===== src/rtl/dram_dump_if.sv =====
// DRAM and UART transmitter signal bundle driven by the dump controller.
interface dram_dump_if #(
  parameter int ADDR_W = 16,
  parameter int DATA_W = 8
);
  logic [ADDR_W-1:0] mem_address;
  logic [DATA_W-1:0] mem_data;
  logic              mem_wren;
  logic [DATA_W-1:0] mem_q;
  logic [DATA_W-1:0] tx_data;
  logic              tx_wr_en;
  logic              tx_busy;

  modport master (
    output mem_address, mem_data, mem_wren, tx_data, tx_wr_en,
    input  mem_q, tx_busy
  );

  modport slave (
    input  mem_address, mem_data, mem_wren, tx_data, tx_wr_en,
    output mem_q, tx_busy
  );
endinterface


===== src/rtl/dram_dump_controller.sv =====
// Fills the DRAM with an incrementing byte pattern, then reads every word
// back in address order and hands it to the UART transmitter, using the
// transmitter busy flag as the load handshake.
//
// state    | code | meaning
// IDLE     | 0    | waiting for start
// FILL     | 1    | one DRAM write per cycle, addresses 0..DEPTH-1
// RD_ADDR  | 2    | present read address
// RD_WAIT  | 3    | DRAM read latency
// TX_LOAD  | 4    | wait for transmitter idle, then load byte
// TX_ACK   | 5    | wait for busy to rise, bounded by ACK_TIMEOUT
// TX_DRAIN | 6    | wait for busy to fall, count the byte
// DONE     | 7    | run finished or aborted; start re-arms
module dram_dump_controller #(
  parameter int ADDR_W      = 16,
  parameter int DATA_W      = 8,
  parameter int DEPTH       = 256,
  parameter int SEED        = 0,
  parameter int ACK_TIMEOUT = 1023
) (
  input  logic              clk,
  input  logic              rst,
  input  logic              start,
  dram_dump_if.master       bus,
  output logic              busy,
  output logic              done,
  output logic              error,
  output logic [2:0]        state_out,
  output logic [ADDR_W-1:0] word_count
);

  localparam int CNT_W = (ACK_TIMEOUT < 2) ? 1 : $clog2(ACK_TIMEOUT + 1);
  // Terminal test is on the last address so DEPTH == 2**ADDR_W never relies on wrap.
  localparam logic [ADDR_W-1:0] LAST_PTR = ADDR_W'(DEPTH - 1);
  localparam logic [CNT_W-1:0]  LAST_CNT = CNT_W'(ACK_TIMEOUT - 1);

  typedef enum logic [2:0] {
    IDLE     = 3'd0,
    FILL     = 3'd1,
    RD_ADDR  = 3'd2,
    RD_WAIT  = 3'd3,
    TX_LOAD  = 3'd4,
    TX_ACK   = 3'd5,
    TX_DRAIN = 3'd6,
    DONE     = 3'd7
  } state_t;

  state_t            state_q, state_d;
  logic [ADDR_W-1:0] ptr_q, ptr_d;
  logic [CNT_W-1:0]  cnt_q, cnt_d;
  logic [ADDR_W-1:0] wc_q, wc_d;
  logic              err_q, err_d;
  logic [DATA_W-1:0] txd_q, txd_d;
  logic              txw_q, txw_d;

  // State and datapath registers.
  always_ff @(posedge clk or posedge rst) begin
    if (rst) begin
      state_q <= IDLE;
      ptr_q   <= '0;
      cnt_q   <= '0;
      wc_q    <= '0;
      err_q   <= 1'b0;
      txd_q   <= '0;
      txw_q   <= 1'b0;
    end else begin
      state_q <= state_d;
      ptr_q   <= ptr_d;
      cnt_q   <= cnt_d;
      wc_q    <= wc_d;
      err_q   <= err_d;
      txd_q   <= txd_d;
      txw_q   <= txw_d;
    end
  end

  // Next-state and register updates; the load strobe is registered so it
  // appears together with the captured byte for exactly one cycle.
  always_comb begin
    state_d = state_q;
    ptr_d   = ptr_q;
    cnt_d   = cnt_q;
    wc_d    = wc_q;
    err_d   = err_q;
    txd_d   = txd_q;
    txw_d   = 1'b0;
    case (state_q)
      IDLE, DONE: begin
        if (start) begin
          ptr_d   = '0;
          wc_d    = '0;
          err_d   = 1'b0;
          state_d = FILL;
        end
      end
      FILL: begin
        if (ptr_q == LAST_PTR) begin
          ptr_d   = '0;
          state_d = RD_ADDR;
        end else begin
          ptr_d = ptr_q + ADDR_W'(1);
        end
      end
      RD_ADDR: state_d = RD_WAIT;
      RD_WAIT: state_d = TX_LOAD;
      TX_LOAD: begin
        if (!bus.tx_busy) begin
          txd_d   = bus.mem_q;
          txw_d   = 1'b1;
          cnt_d   = '0;
          state_d = TX_ACK;
        end
      end
      TX_ACK: begin
        if (bus.tx_busy) begin
          state_d = TX_DRAIN;
        end else if (cnt_q == LAST_CNT) begin
          err_d   = 1'b1;
          state_d = DONE;
        end else begin
          cnt_d = cnt_q + CNT_W'(1);
        end
      end
      TX_DRAIN: begin
        if (!bus.tx_busy) begin
          wc_d = wc_q + ADDR_W'(1);
          if (ptr_q == LAST_PTR) begin
            state_d = DONE;
          end else begin
            ptr_d   = ptr_q + ADDR_W'(1);
            state_d = RD_ADDR;
          end
        end
      end
      default: state_d = IDLE;
    endcase
  end

  // Outputs decode straight from registers so nothing glitches between states.
  always_comb begin
    bus.mem_address = ptr_q;
    bus.mem_wren    = (state_q == FILL);
    bus.mem_data    = (state_q == FILL) ? (DATA_W'(SEED) + DATA_W'(ptr_q)) : '0;
    bus.tx_data     = txd_q;
    bus.tx_wr_en    = txw_q;
    busy            = (state_q != IDLE) && (state_q != DONE);
    done            = (state_q == DONE);
    error           = err_q;
    state_out       = state_q;
    word_count      = wc_q;
  end

endmodule


===== src/flat_wrapper.sv =====
// flat-port wrapper written by rule: the top's interface ports become plain ports
module dram_dump_controller_flat 
#(
  parameter int ADDR_W      = 16,
  parameter int DATA_W      = 8,
  parameter int DEPTH       = 256,
  parameter int SEED        = 0,
  parameter int ACK_TIMEOUT = 1023
)
  (clk, rst, start, busy, done, error, state_out, word_count, bus_mem_address, bus_mem_data, bus_mem_wren, bus_tx_data, bus_tx_wr_en, bus_mem_q, bus_tx_busy);
  dram_dump_if #(.ADDR_W(ADDR_W), .DATA_W(DATA_W)) bus_i ();
  input  logic clk;
  input  logic rst;
  input  logic start;
  output logic busy;
  output logic done;
  output logic error;
  output logic [2:0] state_out;
  output logic [ADDR_W-1:0] word_count;
  output wire logic [$bits(bus_i.mem_address)-1:0] bus_mem_address;
  output wire logic [$bits(bus_i.mem_data)-1:0] bus_mem_data;
  output wire logic [$bits(bus_i.mem_wren)-1:0] bus_mem_wren;
  output wire logic [$bits(bus_i.tx_data)-1:0] bus_tx_data;
  output wire logic [$bits(bus_i.tx_wr_en)-1:0] bus_tx_wr_en;
  input wire logic [$bits(bus_i.mem_q)-1:0] bus_mem_q;
  input wire logic [$bits(bus_i.tx_busy)-1:0] bus_tx_busy;
  assign bus_mem_address = bus_i.mem_address;
  assign bus_mem_data = bus_i.mem_data;
  assign bus_mem_wren = bus_i.mem_wren;
  assign bus_tx_data = bus_i.tx_data;
  assign bus_tx_wr_en = bus_i.tx_wr_en;
  assign bus_i.mem_q = bus_mem_q;
  assign bus_i.tx_busy = bus_tx_busy;
  dram_dump_controller #(.ADDR_W(ADDR_W), .DATA_W(DATA_W), .DEPTH(DEPTH), .SEED(SEED), .ACK_TIMEOUT(ACK_TIMEOUT)) u_core (.clk(clk), .rst(rst), .start(start), .bus(bus_i), .busy(busy), .done(done), .error(error), .state_out(state_out), .word_count(word_count));
endmodule

===== config.mk =====
export PLATFORM = sky130hd
export DESIGN_NAME = dram_dump_controller_flat
export DESIGN_NICKNAME = d
export VERILOG_FILES = /design/src/rtl/dram_dump_if.sv /design/src/rtl/dram_dump_controller.sv /design/src/flat_wrapper.sv
export SDC_FILE = /design/constraint.sdc
export NUM_CORES = 1
export LEC_CHECK = 0
export CAP_MARGIN = 10
export CORE_MARGIN = 4
export CORE_UTILIZATION = 51
export CTS_BUF_LIST = sky130_fd_sc_hd__clkbuf_16
export CTS_CLUSTER_DIAMETER = 50
export DETAILED_ROUTE_END_ITERATION = 8
export PLACE_DENSITY_LB_ADDON = 0.1
export RECOVER_POWER = 50
export SLEW_MARGIN = 15
export SYNTH_ARGS = -nofsm -noshare
export SYNTH_HDL_FRONTEND = slang
export SYNTH_SLANG_ARGS = --single-unit

===== constraint.sdc =====
create_clock -name clk -period 2.9 [get_ports clk]
set_clock_uncertainty 0.05 [all_clocks]
set_input_delay 0.29 -clock clk [delete_from_list [all_inputs] [get_ports clk]]
set_output_delay 0.29 -clock clk [all_outputs]
set_load 0.005 [all_outputs]

# After elaboration in Yosys (flattened, before gate mapping)
# Index checks and enable logic that the tools add are counted.
# W data, S select, Z words.
[word_totals]
reg_bits = 55
out_inout_bits = 56
elab_cells = 70
inputBits = 12
[classes]
n_eq_ne = 19
muxes = 26
n_addsub = 3
reduce_logical = 14
bitwise_logic = 1
[ops]
columns = ["op", "n"]
rows = [
  ["$mux W16", 5],
  ["$pmux W16 S3", 1],
  ["$add A16 B1 Y16 const B", 2],
  ["$pmux W16 S2", 1],
  ["$mux W10", 3],
  ["$mux W3", 7],
  ["$pmux W3 S7", 1],
  ["$pmux W10 S2", 1],
  ["$eq A16 B8 Y1 const B", 1],
  ["$eq A3 B3 Y1 const B", 4],
  ["$ne A2 B2 Y1 const B", 6],
  ["$reduce_and A4 Y1", 3],
  ["$add A10 B1 Y10 const B", 1],
  ["$eq A10 B10 Y1 const B", 1],
  ["$mux W8", 1],
  ["$eq A3 B2 Y1 const B", 2],
  ["$reduce_bool A2 Y1", 3],
  ["$reduce_bool A3 Y1", 2],
  ["$mux W1", 5],
  ["$reduce_and A5 Y1", 1],
  ["$ne A2 B1 Y1 const B", 2],
  ["$eq A3 B1 Y1 const B", 1],
  ["$logic_not A3 Y1", 1],
  ["$ne A3 B2 Y1 const B", 1],
  ["other kinds (7)", 7],
]

# Depth between registers and ports, before layout
[depth]
ltp_word = 4
ltp_mapped = 9
depth_no_buf = 8

# Worst setup path after synthesis
# OpenSTA, ideal clock, no wires.
[synth_path]
kind = "reg-to-reg"
startpoint = "register u_core.state_q[0] (netlist: u_core.state_out[0])"
endpoint = "register u_core.ptr_q[14] (netlist: u_core.bus.mem_address[14])"
required_ns = 2.722
stages_incl_launch_ff = 8
arrival_time_ns = 2.013
setup_ns = 0.128
n_path_buf = 0
period_less_slack_ns = 2.191
slack_ns = 0.709
path_cell_list = "dfrtp_1 -> inv_1 -> ha_1 -> and2_4 -> o32ai_4 -> o211ai_2 -> nor2b_1 -> mux2_1"
[synth_between]
elab_chain_len = 4
elab_cells_between_ends = 11
cone_classes = "eq/ne (6); mux (1); reduce/logical (4)"
[synth_rtl]
columns = ["item", "line", "source"]
rows = [
  ["start: declaration", "dram_dump_controller.sv:48", "state_t state_q, state_d;"],
  ["start signal: assignment", "dram_dump_controller.sv:67", "state_q <= state_d;"],
  ["$eq A3 B3 Y1 / $logic_not A3 Y1 (equally long branches)", "dram_dump_controller.sv:87", "case (state_q)"],
  ["$reduce_or A2 Y1", "dram_dump_controller.sv:87", ""],
  ["$ne A2 B2 Y1 (no source line) / $reduce_bool A3 Y1 (equally long branches)", "-", ""],
  ["$reduce_and A4 Y1 (no source line)", "-", ""],
  ["end signal: assignment", "dram_dump_controller.sv:68", "ptr_q <= ptr_d;"],
  ["end: declaration", "dram_dump_controller.sv:49", "logic [ADDR_W-1:0] ptr_q, ptr_d;"],
]
# Parallel ways exist; a longest one is shown, timed or not.
# A chain may end at the register's enable or synchronous reset.

# Worst setup path in the final report
[layout_path]
startpoint = "register u_core.state_q[1] (netlist: u_core.state_out[1])"
endpoint = "output port bus_mem_data[4]"
[layout_between]
elab_chain_len = 2
[layout_rtl]
columns = ["item", "line", "source"]
rows = [
  ["$eq A3 B1 Y1", "dram_dump_controller.sv:143", "bus.mem_data = (state_q == FILL) ? (DATA_W'(SEED) + DATA_W'(ptr_q)) : '0;"],
  ["$mux W8", "dram_dump_controller.sv:143", ""],
  ["end: declaration", "flat_wrapper.sv:21", "output wire logic [$bits(bus_i.mem_data)-1:0] bus_mem_data;"],
]
# Every way passes these cells.

==> results.md <==
Status:
- The run finished with clean final reports.

Clock network:
- Clock tree synthesis found a total of 55 sinks.
- The post-CTS setup buffer count is 0.
- The number of gates resized after CTS was 0.
- The number of buffers added by the clock tree synthesis step is 5.
- The H-tree level count is 2.
- The post-CTS clock slew at the launch and capture registers of the worst setup and hold paths is 0.07 ns.
- The clock latency of the later-clocked register in the worst-skew pair is 0.29 ns.
- The number of buffers between clock root and the deepest sink is 2.
- The number of hold buffers added after cts is 0.
- TritonCTS built the clock tree.
- The buffer cell driving the clock tree root is sky130_fd_sc_hd__clkbuf_16.

Pwr:
- The highest ir drop seen on vdd is 0.4745 mV.
- In this run the power density over the cells is 716.1 nW/um^2.
- The leakage power summed over all cells is 1.775 nW.

Worst setup path:
- The startpoint of the worst setup timing path is u_core.state_out[1]$_DFFE_PP0P_.
- The critical path start-end classification is reg -> out.
- Along the worst path, the maximum fanout reaches 9.
- The data arrival time of the worst path is 2.40 ns.
- For flop-to-flop paths, the worst setup slack is 0.32 ns.
- The startpoint identified for the worst register-to-register timing path is u_core.state_out[0]$_DFFE_PP0P_.
- For the worst flop-to-flop path, the logic depth is 7.
- In this run the worst setup path terminates at bus_mem_data[4].
- The capture point of the worst reg-to-reg path is u_core.word_count[11]$_DFFE_PP0P_.
- The worst setup path is launched from a flip-flop.
- The critical path capture point type is an output port.
- The data required time at the worst endpoint is 2.56 ns.

Final layout:
- The number of inserted diodes is 0.
- In the layout the commonest cells are sky130_fd_sc_hd__dfrtp_1, sky130_fd_sc_hd__nor2_1, sky130_fd_sc_hd__clkdlybuf4s50_1, sky130_fd_sc_hd__dlygate4sd3_1, sky130_fd_sc_hd__nand2_1.
- For this run, the post-layout net count is 421.
- The fraction of layout cells with a size suffix above 1 is 10.97%.
- The final cell count without fillers is 476.
- The most common cell after layout, fill and taps aside is sky130_fd_sc_hd__dfrtp_1.
- Compared with the post-synthesis result, the final layout area differs by 28.79%.

Synthesis:
- Synthesis produced a netlist with a net count of 351.
- Ranked by total cell area, the synthesized netlist is headed by sky130_fd_sc_hd__dfrtp_1, sky130_fd_sc_hd__nor2_1, sky130_fd_sc_hd__xnor2_1, sky130_fd_sc_hd__mux2_2, sky130_fd_sc_hd__a211oi_2.
- sky130_fd_sc_hd__dfrtp_1 takes more of the synthesized area than any other cell.
- Counting flops with an async set or reset pin after synthesis yields a share of 100.0%.
- The post-synthesis cell count is 331.
- The mapped cell area is 3207 um^2.
- The count of flip-flops with a built-in enable after synthesis is 0.
- After synthesis, the largest area contributor takes up 42.92% of total cell area.
- During synthesis, Yosys emitted a total of 0 warnings.
- Averaged over all synthesized cells, the footprint is 9.688 um^2.
- The sequential-to-total area share from yosys stat is 42.92%.
- The top flip-flop cell by instance count after synthesis is sky130_fd_sc_hd__dfrtp_1.
- In this run, synthesis produced a sequential element count of 55.
- Counting distinct cell types in the post-synthesis netlist gives 54.

Place:
- Once placement completed, the tool counted placed cells totaling 469.
- The HPWL after detailed placement is 5195 um.
- The last weighted congestion value of the routability-driven placer is 0.8097.
- The total of buffers placed on input and output ports is 67.

STA:
- Timing would allow up to 365.3 MHz.
- Of the available clock period, the critical path in the final layout requires 94.40%.
- Subtracting the final worst setup slack from the clock period gives 2.738 ns.
- Setup total negative slack on the finished layout was measured at 0 ns.
- The count of final hold-check violations was 0.
- The worst slew margin relative to its limit is 9.568%.
- At the pin with the least slew margin, the transition time is 1.356 ns.
- Setup violations remaining at the end of the flow were counted as 0.
- The number of slew-limit violations in the final report is 0.
- Setup repair after global routing left no endpoint under its margin.

Route:
- The wire length per cell is 15.32 um.
- The DRC violation count after routing is 0.
- Detailed routing inserted a total of 2670 vias.
- Using the TritonRoute via totals, the vias-per-cell ratio works out to 5.609.
- The detailed-routing iteration count for the pre-antenna-repair pass is 4.
- The DRC marker count from the first detailed-route iteration is 107.
- Wires add up to 7293 um.
- The detail route stage leaves a number of antenna-violating nets equal to 0.

Global route:
- The via count of the first global-routing pass is 2718.
- Global routing used 20.66% of the available tracks.
- The first global-routing pass estimated 12650 um of wire.
- The number of antenna violations at the first check in global routing is 0.
- Global routing finished with a remaining overflow of 0.
- The maximum number of pins on one net before global-route repair is 56.

Die:
- 68 I/O pins were placed.
- The total die area is 7620 um^2.
- The initial core utilization is 53.22%.
- The number of rows created at floorplan is 28.
- The die is 87.30 um tall.
- The total area inside the core boundary comes to 6026 um^2.
- The floorplan step set the die width to 87.30 um.

Flow run:
- Across the run, the number of max-cap violations was 0.

Worst hold path:
- The class of the worst hold path is reg -> reg.
## critical path: stages (launching register included)
cell	delay [ns]
sky130_fd_sc_hd__dfrtp_1	0.42
sky130_fd_sc_hd__inv_1	0.10
sky130_fd_sc_hd__ha_1	0.37
sky130_fd_sc_hd__nor2b_1	0.37
sky130_fd_sc_hd__buf_4	0.20
sky130_fd_sc_hd__and2_1	0.14
sky130_fd_sc_hd__clkdlybuf4s50_1	0.50
## how the worst min path moves through the flow
stage / startpoint / endpoint / slack, ns / cells after the start
6_report: u_core.bus.tx_data[7]$_DFFE_PP0P_ / u_core.bus.tx_data[7]$_DFFE_PP0P_ / 0.45 / 1
5_1_grt: u_core.bus.tx_data[0]$_DFFE_PP0P_ / u_core.bus.tx_data[0]$_DFFE_PP0P_ / 0.48 / 1
4_1_cts: rst / u_core.word_count[5]$_DFFE_PP0P_ / 0.34 / 3
3_5_place_dp: u_core.bus.tx_data[7]$_DFFE_PP0P_ / u_core.bus.tx_data[7]$_DFFE_PP0P_ / 0.44 / 1
3_3_place_gp: u_core.bus.tx_data[7]$_DFFE_PP0P_ / u_core.bus.tx_data[7]$_DFFE_PP0P_ / 0.44 / 1
2_1_floorplan: bus_mem_q[0] / u_core.bus.tx_data[0]$_DFFE_PP0P_ / 0.39 / 1
## cell usage after synthesis, types with 5 or more instances
master                     number
sky130_fd_sc_hd__nand2_1       25
sky130_fd_sc_hd__buf_2          7
sky130_fd_sc_hd__nor2b_1        5
sky130_fd_sc_hd__nor2_1        39
sky130_fd_sc_hd__xor2_1        11
sky130_fd_sc_hd__dfrtp_1       55
sky130_fd_sc_hd__a21oi_1       12
sky130_fd_sc_hd__inv_1         13
sky130_fd_sc_hd__a211oi_2       8
sky130_fd_sc_hd__mux2_2        11
sky130_fd_sc_hd__o21ai_0       10
sky130_fd_sc_hd__nand4_1        8
sky130_fd_sc_hd__nand3_1       18
sky130_fd_sc_hd__xnor2_1       15
sky130_fd_sc_hd__and4_1         8
sky130_fd_sc_hd__or3_1          8
sky130_fd_sc_hd__ha_1           8
sky130_fd_sc_hd__and2_1        10
## per-layer routing
metal  track usage (%)  wire length, um
met3             3.595              320
met2             33.42             3423
met4             6.834               93
met5                 0                0
met1             28.01             3456
## metrics by stage
stage	setup WS (ns)	cell area [um^2]	hold slack (ns)	util (%)	total power, W
floorplan	0.7094	3207	0.3906	-	0.001816
global placement	0.3967	3986	0.4373	66.15	0.002286
detailed placement	0.3120	3986	0.4445	66.15	0.002319
CTS	0.1590	4145	0.3355	68.79	0.003002
global route	0.02275	4130	0.4799	68.54	0.003157
finish	0.1624	4130	0.4494	68.54	0.002958
## power breakdown
| group | switching, W | internal, W |
|---|---|---|
| registers | 0.000138 | 0.000900 |
| logic | 0.000649 | 0.000592 |
| clock network | 0.000278 | 0.000400 |
| total | 0.00106 | 0.00189 |
## kinds of logic (layout without fill, tap and decap cells)
family	count (synthesis)	after routing	share of synthesized area (%)
AO/OA/AOI/OAI	55	55	14.09
flip-flops	55	55	42.92
XOR/XNOR	26	26	7.101
buffers and inverters	27	97	3.784
multiplexers	14	14	4.838
AND/OR/NAND/NOR	146	146	24.15
adder cells (fa/ha/maj)	8	8	3.121
## cell type report
type / instances / area (um^2)
well taps: 75 / 93.84
flip-flops and latches: 55 / 1376
fillers: 491 / 1896
clock buffers: 5 / 125.1
clock inverters: 2 / 33.78
inverters: 13 / 48.80
multi-input cells: 249 / 1709
repair buffers: 77 / 743.2
## state kept, by name, indices dropped and copies added (netlist names)
register	cells
u_core.word_count	16
u_core.cnt_q	10
u_core.bus.mem_address	16
u_core.error	1
u_core.bus.tx_data	8
u_core.state_out	3
u_core.bus.tx_wr_en	1
Note: power is estimated with default switching activity, not from simulation.
